`src/rtl/operand_fetch_sequencer_pkg.sv`:
```
// Shared operand-fetch definitions: source-mux select codes, source encoding
// range bounds and sequencer state encodings.
package operand_fetch_sequencer_pkg;

    // Select codes driven to the source mux
    localparam logic [3:0] SelLiteral = 4'd0;
    localparam logic [3:0] SelConst   = 4'd1;
    localparam logic [3:0] SelVgpr    = 4'd2;
    localparam logic [3:0] SelSgpr    = 4'd3;
    localparam logic [3:0] SelVccLo   = 4'd4;
    localparam logic [3:0] SelVccHi   = 4'd5;
    localparam logic [3:0] SelM0      = 4'd6;
    localparam logic [3:0] SelExecLo  = 4'd7;
    localparam logic [3:0] SelExecHi  = 4'd8;
    localparam logic [3:0] SelVccz    = 4'd9;
    localparam logic [3:0] SelExecz   = 4'd10;
    localparam logic [3:0] SelScc     = 4'd11;

    // Source encoding values and range bounds
    localparam logic [8:0] EncSgprMax   = 9'd103;
    localparam logic [8:0] EncVccLo     = 9'd106;
    localparam logic [8:0] EncVccHi     = 9'd107;
    localparam logic [8:0] EncM0        = 9'd124;
    localparam logic [8:0] EncExecLo    = 9'd126;
    localparam logic [8:0] EncExecHi    = 9'd127;
    localparam logic [8:0] EncPosIntMin = 9'd128;
    localparam logic [8:0] EncPosIntMax = 9'd192;
    localparam logic [8:0] EncNegIntMax = 9'd208;
    localparam logic [8:0] EncVccz      = 9'd251;
    localparam logic [8:0] EncExecz     = 9'd252;
    localparam logic [8:0] EncScc       = 9'd253;
    localparam logic [8:0] EncLiteral   = 9'd255;
    localparam logic [8:0] EncVgprMin   = 9'd256;

    // Sequencer state encodings
    localparam logic [2:0] StIdleEnc    = 3'd0;
    localparam logic [2:0] StSelectEnc  = 3'd1;
    localparam logic [2:0] StWaitEnc    = 3'd2;
    localparam logic [2:0] StCaptureEnc = 3'd3;
    localparam logic [2:0] StDoneEnc    = 3'd4;

    typedef enum logic [2:0] {
        StIdle    = StIdleEnc,
        StSelect  = StSelectEnc,
        StWait    = StWaitEnc,
        StCapture = StCaptureEnc,
        StDone    = StDoneEnc
    } fetch_state_e;

endpackage

```
`src/rtl/src_encoding_decoder.sv`:
```
// Combinational decode of one 9-bit operand encoding into mux select, inline
// constant, register-file flags/addresses and an illegal flag.
module src_encoding_decoder
    import operand_fetch_sequencer_pkg::*;
(
    input  logic [8:0] enc,
    output logic [3:0] select,
    output logic [9:0] constant,
    output logic       is_sgpr,
    output logic [6:0] sgpr_addr,
    output logic       is_vgpr,
    output logic [7:0] vgpr_addr,
    output logic       illegal
);

    always_comb begin
        select    = SelLiteral;
        constant  = '0;
        is_sgpr   = 1'b0;
        is_vgpr   = 1'b0;
        illegal   = 1'b0;
        sgpr_addr = enc[6:0];
        vgpr_addr = enc[7:0];
        if (enc >= EncVgprMin) begin
            select  = SelVgpr;
            is_vgpr = 1'b1;
        end else if (enc <= EncSgprMax) begin
            select  = SelSgpr;
            is_sgpr = 1'b1;
        end else if (enc >= EncPosIntMin && enc <= EncPosIntMax) begin
            select   = SelConst;
            constant = {1'b0, enc} - {1'b0, EncPosIntMin};
        end else if (enc > EncPosIntMax && enc <= EncNegIntMax) begin
            // 193..208 map to -1..-16; the 10-bit subtraction wraps to two's complement
            select   = SelConst;
            constant = {1'b0, EncPosIntMax} - {1'b0, enc};
        end else begin
            case (enc)
                EncVccLo:   select = SelVccLo;
                EncVccHi:   select = SelVccHi;
                EncM0:      select = SelM0;
                EncExecLo:  select = SelExecLo;
                EncExecHi:  select = SelExecHi;
                EncVccz:    select = SelVccz;
                EncExecz:   select = SelExecz;
                EncScc:     select = SelScc;
                EncLiteral: select = SelLiteral;
                default:    illegal = 1'b1;
            endcase
        end
    end

endmodule

```
`src/rtl/operand_fetch_sequencer.sv`:
```
// Sequences up to three operand fetches per issued instruction through the
// register files and source mux. Optional macro: OPERAND_FETCH_PERF_EN.
module operand_fetch_sequencer
    import operand_fetch_sequencer_pkg::*;
#(
    parameter int unsigned SGPR_RD_LAT = 1,
    parameter int unsigned VGPR_RD_LAT = 2
) (
    input  logic        clk,
    input  logic        rst,
    input  logic        issue_valid,
    output logic        issue_ready,
    input  logic [1:0]  issue_num_src,
    input  logic [8:0]  issue_src0,
    input  logic [8:0]  issue_src1,
    input  logic [8:0]  issue_src2,
    input  logic        flush,
    output logic [3:0]  source_mux_select,
    output logic [9:0]  src_constant,
    output logic        sgpr_rd_en,
    output logic [6:0]  sgpr_rd_addr,
    output logic        vgpr_rd_en,
    output logic [7:0]  vgpr_rd_addr,
    output logic        operand_capture,
    output logic [1:0]  operand_idx,
    output logic        fetch_done,
    output logic        illegal_src
`ifdef OPERAND_FETCH_PERF_EN
    ,
    output logic [31:0] perf_wait_cycles
`endif
);

    fetch_state_e state_q, state_d;
    logic [1:0]   idx_q, count_q, wait_cnt_q;
    logic [8:0]   src0_q, src1_q, src2_q;
    logic [3:0]   sel_q;
    logic [9:0]   const_q;
    logic         sgpr_q, vgpr_q, illegal_q;
    logic [6:0]   sgpr_addr_q;
    logic [7:0]   vgpr_addr_q;

    logic [8:0]   dec_enc;
    logic [3:0]   dec_select;
    logic [9:0]   dec_constant;
    logic         dec_sgpr, dec_vgpr, dec_illegal;
    logic [6:0]   dec_sgpr_addr;
    logic [7:0]   dec_vgpr_addr;

    logic         accept, more_src, advance, load_sel, needs_wait, wait_last;
    int unsigned  lat_cur;

    assign accept   = (state_q == StIdle) && issue_valid && !flush;
    assign more_src = ({1'b0, idx_q} + 3'd1) < {1'b0, count_q};
    assign advance  = (state_q == StCapture) && more_src && !flush;
    assign load_sel = accept || advance;

    assign lat_cur    = sgpr_q ? SGPR_RD_LAT : VGPR_RD_LAT;
    assign needs_wait = (sgpr_q || vgpr_q) && (lat_cur > 32'd1);
    assign wait_last  = (32'(wait_cnt_q) + 32'd2) >= lat_cur;

    // Decode the operand about to enter SELECT so its select/constant register on entry
    always_comb begin
        dec_enc = issue_src0;
        if (state_q != StIdle) begin
            case (idx_q)
                2'd0:    dec_enc = src1_q;
                2'd1:    dec_enc = src2_q;
                default: dec_enc = src0_q;
            endcase
        end
    end

    src_encoding_decoder u_decoder (
        .enc       (dec_enc),
        .select    (dec_select),
        .constant  (dec_constant),
        .is_sgpr   (dec_sgpr),
        .sgpr_addr (dec_sgpr_addr),
        .is_vgpr   (dec_vgpr),
        .vgpr_addr (dec_vgpr_addr),
        .illegal   (dec_illegal)
    );

    always_ff @(posedge clk or negedge rst) begin
        if (!rst) state_q <= StIdle;
        else      state_q <= state_d;
    end

    always_comb begin
        state_d = state_q;
        case (state_q)
            StIdle:    if (issue_valid) state_d = StSelect;
            StSelect: begin
                if (illegal_q)       state_d = StDone;
                else if (needs_wait) state_d = StWait;
                else                 state_d = StCapture;
            end
            StWait:    if (wait_last) state_d = StCapture;
            StCapture: state_d = more_src ? StSelect : StDone;
            StDone:    state_d = StIdle;
            default:   state_d = StIdle;
        endcase
        if (flush) state_d = StIdle;
    end

    always_comb begin
        issue_ready       = (state_q == StIdle);
        source_mux_select = sel_q;
        src_constant      = const_q;
        sgpr_rd_en        = (state_q == StSelect) && sgpr_q && !flush;
        vgpr_rd_en        = (state_q == StSelect) && vgpr_q && !flush;
        sgpr_rd_addr      = sgpr_addr_q;
        vgpr_rd_addr      = vgpr_addr_q;
        operand_capture   = (state_q == StCapture) && !flush;
        operand_idx       = idx_q;
        fetch_done        = (state_q == StDone) && !flush;
        illegal_src       = (state_q == StDone) && illegal_q && !flush;
    end

    always_ff @(posedge clk or negedge rst) begin
        if (!rst) begin
            idx_q       <= '0;
            count_q     <= '0;
            wait_cnt_q  <= '0;
            src0_q      <= '0;
            src1_q      <= '0;
            src2_q      <= '0;
            sel_q       <= '0;
            const_q     <= '0;
            sgpr_q      <= 1'b0;
            vgpr_q      <= 1'b0;
            illegal_q   <= 1'b0;
            sgpr_addr_q <= '0;
            vgpr_addr_q <= '0;
        end else begin
            if (accept) begin
                src0_q  <= issue_src0;
                src1_q  <= issue_src1;
                src2_q  <= issue_src2;
                count_q <= (issue_num_src == 2'd0) ? 2'd1 : issue_num_src;
                idx_q   <= '0;
            end else if (advance) begin
                idx_q <= idx_q + 2'd1;
            end
            if (load_sel) begin
                sel_q       <= dec_select;
                const_q     <= dec_constant;
                sgpr_q      <= dec_sgpr;
                vgpr_q      <= dec_vgpr;
                illegal_q   <= dec_illegal;
                sgpr_addr_q <= dec_sgpr_addr;
                vgpr_addr_q <= dec_vgpr_addr;
            end
            wait_cnt_q <= (state_q == StWait) ? wait_cnt_q + 2'd1 : 2'd0;
        end
    end

`ifdef OPERAND_FETCH_PERF_EN
    always_ff @(posedge clk or negedge rst) begin
        if (!rst)                   perf_wait_cycles <= '0;
        else if (state_q == StWait) perf_wait_cycles <= perf_wait_cycles + 32'd1;
    end
`endif

endmodule

```
`config.mk`:
```
export PLATFORM = sky130hd
export DESIGN_NAME = operand_fetch_sequencer
export DESIGN_NICKNAME = d
export VERILOG_FILES = /design/src/rtl/operand_fetch_sequencer_pkg.sv /design/src/rtl/src_encoding_decoder.sv /design/src/rtl/operand_fetch_sequencer.sv
export SDC_FILE = /design/constraint.sdc
export NUM_CORES = 1
export LEC_CHECK = 0
export ABC_CLOCK_PERIOD_IN_PS = 7700
export BUFFER_PORTS_ARGS = -buffer_cell sky130_fd_sc_hd__buf_2
export CAP_MARGIN = 30
export CORE_MARGIN = 5
export CORE_UTILIZATION = 25
export CTS_CLUSTER_DIAMETER = 40
export DETAILED_ROUTE_END_ITERATION = 16
export MAX_ROUTING_LAYER = met4
export PLACE_DENSITY = 0.53
export RECOVER_POWER = 50
export SYNTH_ARGS = -nofsm -noshare
export SYNTH_HDL_FRONTEND = slang
export SYNTH_SLANG_ARGS = --single-unit
```
`constraint.sdc`:
```
create_clock -name clk -period 7.7 [get_ports clk]
set_input_delay 0.385 -clock clk [delete_from_list [all_inputs] [get_ports clk]]
set_output_delay 0.385 -clock clk [all_outputs]
set_load 0.03 [all_outputs]
```
==> impl_results.md <==
- Final min period: between 3000 and 4000 ps
- Clk buf depth: 2
- All-layer global routing usage: between 10% and 20%
- Hpwl dp: about 7000 um
- Number of synthesized flops with an enable pin: 0
- Met2 wire len: around 4300 um
- DIE WIDTH: around 130 um
- Status: finished with violations
- Num CTS Buffers: 9
- Num ports: 70
- Htree depth: 3
- Area growth syn-to-layout: 20.1%
- Top layer used by detailed routing: met4
- Distinct cells, synth: just under 70
- CTS root buf: clkbuf_16
- Die Y: 129 um
- Hold crit path type: in2reg
- CP required: 7950 ps
- Met3 routed WL: between 400 and 500 um
- Worst Clk Skew: 5.30 ps
- Final Core Density: between 30% and 40%
- Skew-Pair Late Insertion Delay: 330 ps
- DP Area: between 3000 and 4000 um2
- Reg clk slew, reported paths: around 50 ps
- Vias/cell: approximately 4.8
- Crit-path slowest cell: or3b_1
- Synth Flop Type: dfrtp_1
- Most frequent cells in the layout: dfrtp_1 (61), buf_2 (53), nand2_1 (34)
- Hold_ws: between 200 and 300 ps
- Unrepaired setup endpoints after global routing: no
- Static Leak: approximately 1.9 nW
- Postcts setup bufs: 0
- Cell family with most CP delay: simple AND/OR/NAND/NOR gates
- Setup-failing EPs final: 0
- Commonest non-fill, non-tap cell in the layout: dfrtp_1
- Flops & latches, synth: 61
- Post-synthesis async set-or-reset flop share: 100%
- # DRC: 0
- YS warnings: 0
- Critical path type: reg2reg
- DRT Wirelength: approximately 9500 um
- Worst slew pin tran: 3370 ps
- CP Launch Type: flip-flop
- CP bufs+invs: 3
- Final hold viol count: 0
- Cells after Synth: 344
- Largest net degree at the start of global routing: 62
- Remaining antenna violation count after routing: 0
- First-pass GRT wire length: 15400 um
- Initial antenna violation count: 0
- Post-layout instance area: between 4000 and 5000 um2
- Via count: around 2800
- Final period util: approximately half
- CP max stage delay: approximately 610 ps
- Mapped Avg Cell Area: between 10 and 15 um2
- Met1 wire length: around 4600 um
- Failing checks: capacitance limit, slew limit
- CTS resizes: 0
- Slew Viols, Final: 62
- Vias in the first global route: roughly 2900
- Worst path cell trace: inv_1, ha_1, or3b_2, a31oi_1, inv_2, ha_1, inv_1, a311oi_1, o311ai_0, a32oi_1, mux2i_4, or3b_1, o21ai_2
- Nets: about 450
- Wire per inst: 16.2 um
- Floorplan Core Area: between 10000 and 15000 um2
- Pwr/cell area: roughly 460 nW/um2
- Slew HR: -125%
- Max-cap viol count: 1
- Pre-CTS WS: between 3000 and 4000 ps
- Share of cells above drive strength 1: a little under a third
- Peak supply drop: 0.000171 V
- FMAX: about 250 MHz
- Std-Cell Rows: 43
- Critical Path Sink Type: flip-flop
- Crit path max fanout: 16
- Starting Density: around 26%
- Antenna cell count: 0
- Post-synthesis cell area: 3550 um2
- CTS Sinks: 61
- Sequential element share of the synthesized area: 43.0%
- Final TNS setup: 0 ps
- GRT overflow: 0
- Die area: about 17000 um2
- Critical Path AT: approximately 4200 ps
- Routability-driven placement congestion ratio: roughly 0.86
- Syn Nets: 386
- # port buffers: 69
- 1st-iter DRT viols: around 290
- Router iterations before antenna repair: 4
- Count of hold buffers inserted by post-cts repair: 0
- Final Worst Setup Slack: 3730 ps
- CTS tree: yes
==> layer usage <==
| metal | track usage [%] | up-vias |
|---|---|---|
| li1 | - | 1374 |
| met1 | 16.8 | 1356 |
| met2 | 17.5 | 77 |
| met3 | 2.68 | 15 |
| met4 | 3.15 | 0 |
| met5 | - | - |
==> report_power, final <==
group	total [W]	internal (W)	leakage, nW	switching, W
clock	0.000402	0.000258	0.143	0.000143
combinational	0.000985	0.000350	0.961	0.000635
sequential	0.000555	0.000459	0.761	0.0000955
==> kinds of logic after synthesis <==
family,Yosys count,synth area share [%]
xor gates and xnor gates,7,1.73
muxes,34,11.1
adders and majority gates,9,3.39
AOI/OAI and AO/OA,93,20.6
buffers and inverters,38,5.57
and+or+nand+nor,102,14.7
DFF,61,43.0
==> per-stage QoR <==
stage | power, W | instances
after global routing | 0.00208 | 588
after CTS | 0.00197 | 588
after floorplan | 0.00132 | 344
after global placement | 0.00153 | 572
final | 0.00194 | 588
after detailed placement | 0.00156 | 572
==> worst paths after layout <==
check,from,cells after the start,endpoint,slack (ps)
worst max-delay path,operand_idx[0],13,src_constant[6],3730
worst min-delay path,issue_src2[4],2,src2_q[4],290
worst max register to register,operand_idx[0],13,src_constant[6],3730
worst min register to register,wait_cnt_q[0],1,wait_cnt_q[0],470
max in group asynchronous,rst,2,src0_q[0],4480
min in group asynchronous,rst,2,wait_cnt_q[1],1290
==> sequential cells by signal (all words and copies together) (netlist names), 2 cells and up <==
register,count
sgpr_rd_addr,6
state_q,3
src0_q,9
source_mux_select,4
src_constant,10
src2_q,9
vgpr_rd_addr,2
wait_cnt_q,2
count_q,2
operand_idx,2
src1_q,9
==> worst reg2reg max path: cells and delay by family, from the launching register on <==
| family | cells | cell delay (ps) |
|---|---|---|
| AO/OA/AOI/OAI | 5 | 1040 |
| flip-flops | 1 | 440 |
| buffers and inverters | 3 | 390 |
| AND/OR/NAND/NOR | 2 | 1160 |
| adder cells (fa/ha/maj) | 2 | 650 |
| multiplexers | 1 | 230 |
==> cell type report <==
type,instances,area [um2]
fillers,1444,9620
multi-input cells,245,1820
flip-flops and latches,61,1530
repair buffers,71,337
clock buffers,12,246
well taps,180,225
inverters,15,56.3
clock inverters,4,47.5
==> cells in the mapped netlist (4+ instances only) <==
library cell / count / area share [%]
a31oi_1: 6 / 1.1
nand2_1: 34 / 3.6
a211oi_1: 4 / 0.85
a22o_1: 6 / 1.5
inv_1: 13 / 1.4
nor2_1: 21 / 2.2
nor4_1: 5 / 0.88
nand3_1: 5 / 0.71
o21ai_2: 11 / 2.7
a21oi_1: 10 / 1.4
nor3_1: 7 / 0.99
a22oi_1: 5 / 1.1
o21ai_0: 12 / 1.7
dfrtp_1: 61 / 43
buf_4: 8 / 1.7
mux2_2: 32 / 10
ha_1: 8 / 2.8
clkbuf_1: 8 / 0.85
xnor2_1: 4 / 0.99
(Power assumes the default switching activity.)
